File: src/rtl/uart_tx_arbiter.sv
// uart_tx_arbiter: round-robin arbiter sharing one uart_tx between NUM_REQ
// byte-stream requesters. A grant covers a whole packet and is released on
// the packet's last byte, after MAX_BURST bytes, or after a GAP_LIMIT idle gap.
module uart_tx_arbiter #(
  parameter int NUM_REQ   = 4,
  parameter int MAX_BURST = 16,
  parameter int GAP_LIMIT = 64
) (
  input  logic                 clk,
  input  logic                 rst,
  input  logic [NUM_REQ-1:0]   req_valid,
  input  logic [8*NUM_REQ-1:0] req_data,
  input  logic [NUM_REQ-1:0]   req_last,
  output logic [NUM_REQ-1:0]   req_ready,
  output logic [NUM_REQ-1:0]   grant,
  output logic                 active,
  output logic                 tx_start,
  output logic [7:0]           tx_data,
  input  logic                 tx_busy
);

  localparam int IW = $clog2(NUM_REQ);
  localparam logic [7:0]  BURST_MAX = 8'(MAX_BURST);
  localparam logic [15:0] GAP_LAST  = 16'(GAP_LIMIT - 1);

  typedef enum logic [1:0] {IDLE, SEND, WAIT_BUSY, WAIT_DONE} state_t;

  state_t          state;
  logic [IW-1:0]   ptr;
  logic [IW-1:0]   gidx;
  logic [IW-1:0]   pick_idx;
  logic [IW-1:0]   cand;
  logic            pick_found;
  logic [7:0]      burst_cnt;
  logic [15:0]     gap_cnt;
  logic            last_q;
  logic            sel_valid;
  logic            sel_last;
  logic [7:0]      sel_data;
  logic            accept;

  // Round-robin search: first valid requester strictly after ptr, with wrap.
  // Scanning from the far end lets the closest candidate overwrite the rest.
  always_comb begin
    pick_found = 1'b0;
    pick_idx   = '0;
    cand       = '0;
    for (int k = NUM_REQ; k >= 1; k--) begin
      cand = IW'((int'(ptr) + k) % NUM_REQ);
      if (req_valid[cand]) begin
        pick_found = 1'b1;
        pick_idx   = cand;
      end
    end
  end

  // Granted requester's lane, and the handshake that moves one byte.
  always_comb begin
    sel_valid = req_valid[gidx];
    sel_last  = req_last[gidx];
    sel_data  = req_data[{gidx, 3'b000} +: 8];
    req_ready = (state == SEND && !tx_busy) ? grant : '0;
    accept    = (state == SEND) && !tx_busy && sel_valid;
  end

  // Arbitration FSM: grant, byte handoff to uart_tx, and packet release.
  always_ff @(posedge clk or posedge rst) begin
    if (rst) begin
      state     <= IDLE;
      ptr       <= IW'(NUM_REQ - 1);
      gidx      <= '0;
      grant     <= '0;
      active    <= 1'b0;
      tx_start  <= 1'b0;
      tx_data   <= 8'h00;
      burst_cnt <= 8'h00;
      gap_cnt   <= 16'h0000;
      last_q    <= 1'b0;
    end else begin
      tx_start <= 1'b0;
      case (state)
        IDLE: begin
          if (!tx_busy && pick_found) begin
            grant     <= {{(NUM_REQ-1){1'b0}}, 1'b1} << pick_idx;
            gidx      <= pick_idx;
            active    <= 1'b1;
            burst_cnt <= 8'h00;
            gap_cnt   <= 16'h0000;
            state     <= SEND;
          end
        end
        SEND: begin
          if (accept) begin
            tx_data  <= sel_data;
            tx_start <= 1'b1;
            last_q   <= sel_last;
            if (burst_cnt < BURST_MAX)
              burst_cnt <= burst_cnt + 8'h01;
            gap_cnt  <= 16'h0000;
            state    <= WAIT_BUSY;
          end else if (!sel_valid) begin
            if (gap_cnt == GAP_LAST) begin
              ptr    <= gidx;
              grant  <= '0;
              active <= 1'b0;
              state  <= IDLE;
            end else begin
              gap_cnt <= gap_cnt + 16'h0001;
            end
          end
        end
        WAIT_BUSY: begin
          if (tx_busy)
            state <= WAIT_DONE;
        end
        WAIT_DONE: begin
          if (!tx_busy) begin
            if (last_q || burst_cnt == BURST_MAX) begin
              ptr    <= gidx;
              grant  <= '0;
              active <= 1'b0;
              state  <= IDLE;
            end else begin
              state <= SEND;
            end
          end
        end
        default: state <= IDLE;
      endcase
    end
  end

endmodule

File: config.mk
export PLATFORM = sky130hd
export DESIGN_NAME = uart_tx_arbiter
export DESIGN_NICKNAME = d
export VERILOG_FILES = /design/src/rtl/uart_tx_arbiter.sv
export SDC_FILE = /design/constraint.sdc
export NUM_CORES = 1
export LEC_CHECK = 0
export BUFFER_PORTS_ARGS = -buffer_cell sky130_fd_sc_hd__buf_4
export CORE_ASPECT_RATIO = 0.7
export CORE_MARGIN = 8
export CORE_UTILIZATION = 30
export CTS_CLUSTER_SIZE = 40
export DETAILED_ROUTE_END_ITERATION = 8
export HOLD_SLACK_MARGIN = 0.06
export SLEW_MARGIN = 20
export SYNTH_ARGS = -nofsm -noshare
export SYNTH_HDL_FRONTEND = slang
export SYNTH_SLANG_ARGS = --single-unit
File: constraint.sdc
create_clock -name clk -period 2.2 [get_ports clk]
set_input_delay 0.11 -clock clk [delete_from_list [all_inputs] [get_ports clk]]
set_output_delay 0.11 -clock clk [all_outputs]
set_load 0.03 [all_outputs]
# After elaboration in Yosys (flattened, before gate mapping)
# Index checks and enable logic that the tools add are counted.
[totals] reg_bits=45 input_bits=43 output_inout_bits=18 elab_cells=117
[op_classes] n_addsub=6 n_lt_le_gt_ge=6 eq_ne=17 shifts=2 muxes=60 reduce_logical=16
[ops] operator="16-bit two-way mux" count=4
[ops] operator="16-bit one-hot mux with 2 select lines" count=1
[ops] operator="32-bit by 6-bit indexed part select with 8-bit output" count=1
[ops] operator="2-bit two-way mux" count=15
[ops] operator="4-bit two-way mux" count=7
[ops] operator="8-bit two-way mux" count=3
[ops] operator="1-bit two-way mux" count=19
[ops] operator="16-bit by 1-bit adder with 16-bit output (second input constant)" count=1
[ops] operator="16-bit by 6-bit == test with 1-bit output (second input constant)" count=1
[ops] operator="8-bit one-hot mux with 2 select lines" count=1
[ops] operator="2-bit by 3-bit less-than comparator with 1-bit output (second input constant)" count=5
[ops] operator="2-bit inequality test (second input constant)" count=7
[ops] operator="1-bit binary-select mux with 2-bit select" count=6
[ops] operator="4-bit one-hot mux with 3 select lines" count=1
[ops] operator="8-bit by 1-bit adder with 8-bit output (second input constant)" count=1
[ops] operator="8-bit by 5-bit == test with 1-bit output (second input constant)" count=1
[ops] operator="8-bit by 5-bit less-than comparator with 1-bit output (second input constant)" count=1
[ops] operator="2-bit one-hot mux with 4 select lines" count=1
[ops] operator="4-bit AND reduction" count=2
[ops] operator="7-bit AND reduction" count=1
[ops] operator="3-bit inequality test (second input constant)" count=2
[ops] operator="6-bit AND reduction" count=1
[ops] operator="5-bit AND reduction" count=1
[ops] operator="2-bit by 1-bit adder with 2-bit output (second input constant)" count=2
[ops] operator="15 further kinds" count=22

# Depth between registers and ports, before layout
[depth] depth_word=10 mapped_depth=7 mapped_depth_nobuf=7

# Worst setup path before layout
# OpenSTA, ideal clock, no wires.
[synth_timing] kind="register -> register" from="register gidx[0]" to="register last_q" setup_ns=0.125 t_arrival_ns=1.710 required_ns=2.075 setup_slack_ns=0.365 stages_incl_launch_ff=5 path_buffers=2 synth_period_minus_slack_ns=1.835 path_cell_list="dfrtp_1 -> buf_6 -> clkbuf_1 -> mux4_2 -> mux2_2"
[synth_via] elab_chain_len=4 word_cells_on_any_way=6 classes_between="mux (4); reduce/logical (2)"
[synth_lines] element="from (decl)" line="30" rtl="logic [IW-1:0] gidx;"
[synth_lines] element="from (signal assigned)" line="85" rtl="gidx <= pick_idx;"
[synth_lines] element="1-bit binary-select mux with 2-bit select" line="59" rtl="sel_valid = req_valid[gidx];"
[synth_lines] element="1-bit two-way mux (not written as such)" line="59"
[synth_lines] element="1-bit logical AND" line="63" rtl="accept = (state == SEND) && !tx_busy && sel_valid;"
[synth_lines] element="2-bit AND reduction (no source line)"
[synth_lines] element="to (signal assigned)" line="96" rtl="last_q <= sel_last;"
[synth_lines] element="to (decl)" line="36" rtl="logic last_q;"
# Parallel ways exist; a longest one is shown, timed or not. The select of a mux whose other input is x is not followed.
# A chain may end at the register's enable or synchronous reset.

# Worst setup path in the final report
[layout_timing] from="register gap_cnt[0]" to="register grant[0]"
[layout_via] elab_chain_len=3
[layout_lines] element="from (decl)" line="35" rtl="logic [15:0] gap_cnt;"
[layout_lines] element="from (signal assigned)" line="108" rtl="gap_cnt <= gap_cnt + 16'h0001;"
[layout_lines] element="16-bit by 6-bit == test with 1-bit output" line="102" rtl="if (gap_cnt == GAP_LAST) begin"
[layout_lines] element="2-bit by 1-bit inequality test with 1-bit output (no source line)"
[layout_lines] element="7-bit AND reduction (no source line)"
[layout_lines] element="to (signal assigned)" line="84" rtl="grant <= {{(NUM_REQ-1){1'b0}}, 1'b1} << pick_idx;"
[layout_lines] element="to (decl)" line="15" rtl="output logic [NUM_REQ-1:0] grant,"
# Every way passes these cells.

==> impl_metrics.json <==
{
  "status": "finished clean",
  "via_count": 2166,
  "clk_pin_slew_ps": 60,
  "coreArea_um2": 8410,
  "cts_sinks": 45,
  "start_util_pct": 30.6,
  "final_common_cell": "buf_4",
  "syn-num-nets": 289,
  "synth_edf_count": 0,
  "power_w": 0.00398,
  "io_buffers": 60,
  "ant_nets": 0,
  "grt_pass1_vias": 2251,
  "drc": 0,
  "cp-end-kind": "register",
  "slew_headroom_pct": 56.3,
  "dp_hpwl_um": 5090,
  "antennaDiodeCount": 0,
  "gp_congestion": 0.807,
  "post-place-ws_ps": 106,
  "finalSetupTns_ps": 0,
  "avgSynthCellArea_um2": 10.6,
  "wl_per_cell_um": 15.7,
  "path_cells": "ha_1 -> nor4bb_1 -> nand4_1 -> o21ai_2 -> o211ai_2 -> mux2_1",
  "crit_path_max_incr_delay_ps": 390,
  "root_buffer": "clkbuf_16",
  "grt_use_met1_pct": 16.4,
  "setup.worst_path.start_class": "register",
  "design_area_um2": 3400,
  "multi_input_area_um2": 1340,
  "grt_use_met2_pct": 18.2,
  "ys_seq_elements": 45,
  "grt_usage_pct": 11.7,
  "die_x_um": 127,
  "die_height_um": 93.5,
  "dr.first_iter.drc_count": 143,
  "finalSetupViolCount": 0,
  "syn_area_um2": 2580,
  "slew_violations": 0,
  "path_class": "reg2reg",
  "fin_nets": 361,
  "synth.yosys.seq_area_share_pct": 43.8,
  "grt_pass1_wl_um": 11400,
  "ios": 61,
  "fmax_ghz": 0.494,
  "viasPerCell": 5.14,
  "antenna_found_initial": 0,
  "fin_crit_sh_pct": 92.0,
  "grt-ovfl-total": 0,
  "clock_latency_ps": 280,
  "fillers": 836,
  "cts_tree": "built",
  "hold_viol": 0,
  "drtPass1Iterations": 4,
  "grt_max_degree": 46,
  "drive_above_1_share_pct": 37.3,
  "cts_buffers": 5,
  "rows": 28,
  "most-common-layout-cells": "buf_4 (80), dfrtp_1 (43), o21ai_1 (22), nor2_1 (13), mux2_2 (12)",
  "arrival_ps": 2180,
  "cts_buffer_depth": 2,
  "synth-main-ff-cell": "dfrtp_1",
  "min_period_ps": 2020,
  "area_growth_pct": 32.1,
  "worst-path-max-fanout": 7,
  "pwr_density_cell_nw_per_um2": 1170,
  "grt_util_met3_pct": 1.99,
  "leakagePower_nw": 1.56,
  "synth_warnings": 0,
  "ys_types": 47,
  "routed_wl_um": 6590,
  "max-cap-violations": 0,
  "fp.dieArea_um2": 11900,
  "regArea_um2": 1130,
  "async_flop_share_pct": 100,
  "grt.busiest_layer": "met2",
  "worst_slew_pin_slew_ps": 650,
  "cp.required_ps": 2360,
  "clock_skew_ps": 5.44,
  "fin_ws_ps": 176,
  "vdd_drop_max_uv": 529,
  "critPathSlowestCell": "dfrtp_1",
  "htreeDepth": 2,
  "postPlaceCellArea_um2": 3220,
  "rsz0062_at_grt": "no",
  "hold_path_class": "in2reg",
  "syn_inst": 243
}
[area by class of cell]
class / instances / share of cell area, %
multi-input combinational: 173 / 39.4
sequential: 45 / 33.2
timing repair buffer: 81 / 17.9
clock buffer: 7 / 4.49
tap: 105 / 3.86
inverter: 9 / 0.993
clock inverter: 1 / 0.147
[metal layers]
metal,vias up,part of all wire [%]
li1,1063,-
met1,1048,50
met2,50,46
met3,5,3.3
met4,0,0.99
met5,-,0
[cells in the mapped netlist, drive strengths merged, types with 4 or more instances]
master / instances / area share [%]
inv: 9 / 1.3
mux4: 10 / 8.7
clkbuf: 8 / 1.2
nor4: 5 / 1.2
dfrtp: 43 / 42
nand2: 11 / 1.6
nand3: 9 / 1.7
a31oi: 11 / 2.7
nor2b: 4 / 0.97
mux2: 18 / 7.9
and3: 4 / 0.97
buf: 8 / 2.1
and2: 7 / 1.7
a41oi: 4 / 1.4
nand4: 8 / 1.9
o21ai: 24 / 4.8
nor2: 13 / 1.9
a21oi: 6 / 1.2
nor3: 4 / 0.97
[power by group]
part           internal [W]  total [W]  leakage [nW]  switching [W]
clock              0.000481   0.000782        0.0799       0.000301
sequential          0.00107    0.00125         0.586       0.000179
combinational      0.000905    0.00195         0.898        0.00104
[per-stage QoR]
| step | hold WS (ps) | util, % | instances |
|---|---|---|---|
| 6_report | 127 | 40.5 | 421 |
| 5_1_grt | 142 | 40.5 | 421 |
| 4_1_cts | 123 | 40.2 | 420 |
| 3_5_place_dp | 308 | 38.2 | 411 |
| 3_3_place_gp | 309 | 38.2 | 411 |
| 2_1_floorplan | 390 | - | 243 |
[what timing repair did]
item / in CTS / in global routing
resized for setup: 0 / 2
hold endpoints to repair: 43 / 0
setup endpoints to repair: 0 / 9
hold buffers: 1 / 0
setup buffers: 0 / 1
[sequential cells by signal (all words and copies together), names as in the netlist, named ones only]
| name | flops |
|---|---|
| burst_cnt | 8 |
| gap_cnt | 16 |
| state | 1 |
| tx_data | 8 |
| ptr | 2 |
| last_q | 1 |
| active | 1 |
| tx_start | 1 |
| grant | 4 |
| gidx | 2 |
[path summary, 6_finish.rpt]
| check | from | end | slack [ps] | depth (start not counted) |
|---|---|---|---|---|
| min in group asynchronous | rst | burst_cnt[3] | 530 | 4 |
| worst max register to register | gap_cnt[0] | grant[0] | 180 | 6 |
| max in group asynchronous | rst | gap_cnt[14] | 1270 | 4 |
| worst min register to register | gap_cnt[15] | gap_cnt[15] | 500 | 1 |
| worst max-delay path | gap_cnt[0] | grant[0] | 180 | 6 |
| worst min-delay path | tx_busy | register | 130 | 3 |
[logic make-up after synthesis]
| logic type | share of synthesized area (%) |
|---|---|
| AO/OA/AOI/OAI | 15.8 |
| XOR/XNOR | 0.680 |
| adder cells (fa/ha/maj) | 1.46 |
| buffers and inverters | 4.61 |
| flip-flops | 43.8 |
| multiplexers | 17.8 |
| AND/OR/NAND/NOR | 15.9 |
[worst max-delay path, delay by kind of cell (launching register included)]
family                     cells  cell delay [ps]
and+or+nand+nor                2              530
DFF                            1              390
AOI/OAI and AO/OA              2              430
adders and majority gates      1              190
muxes                          1              350
No activity file was read; power rests on OpenSTA's default activity.
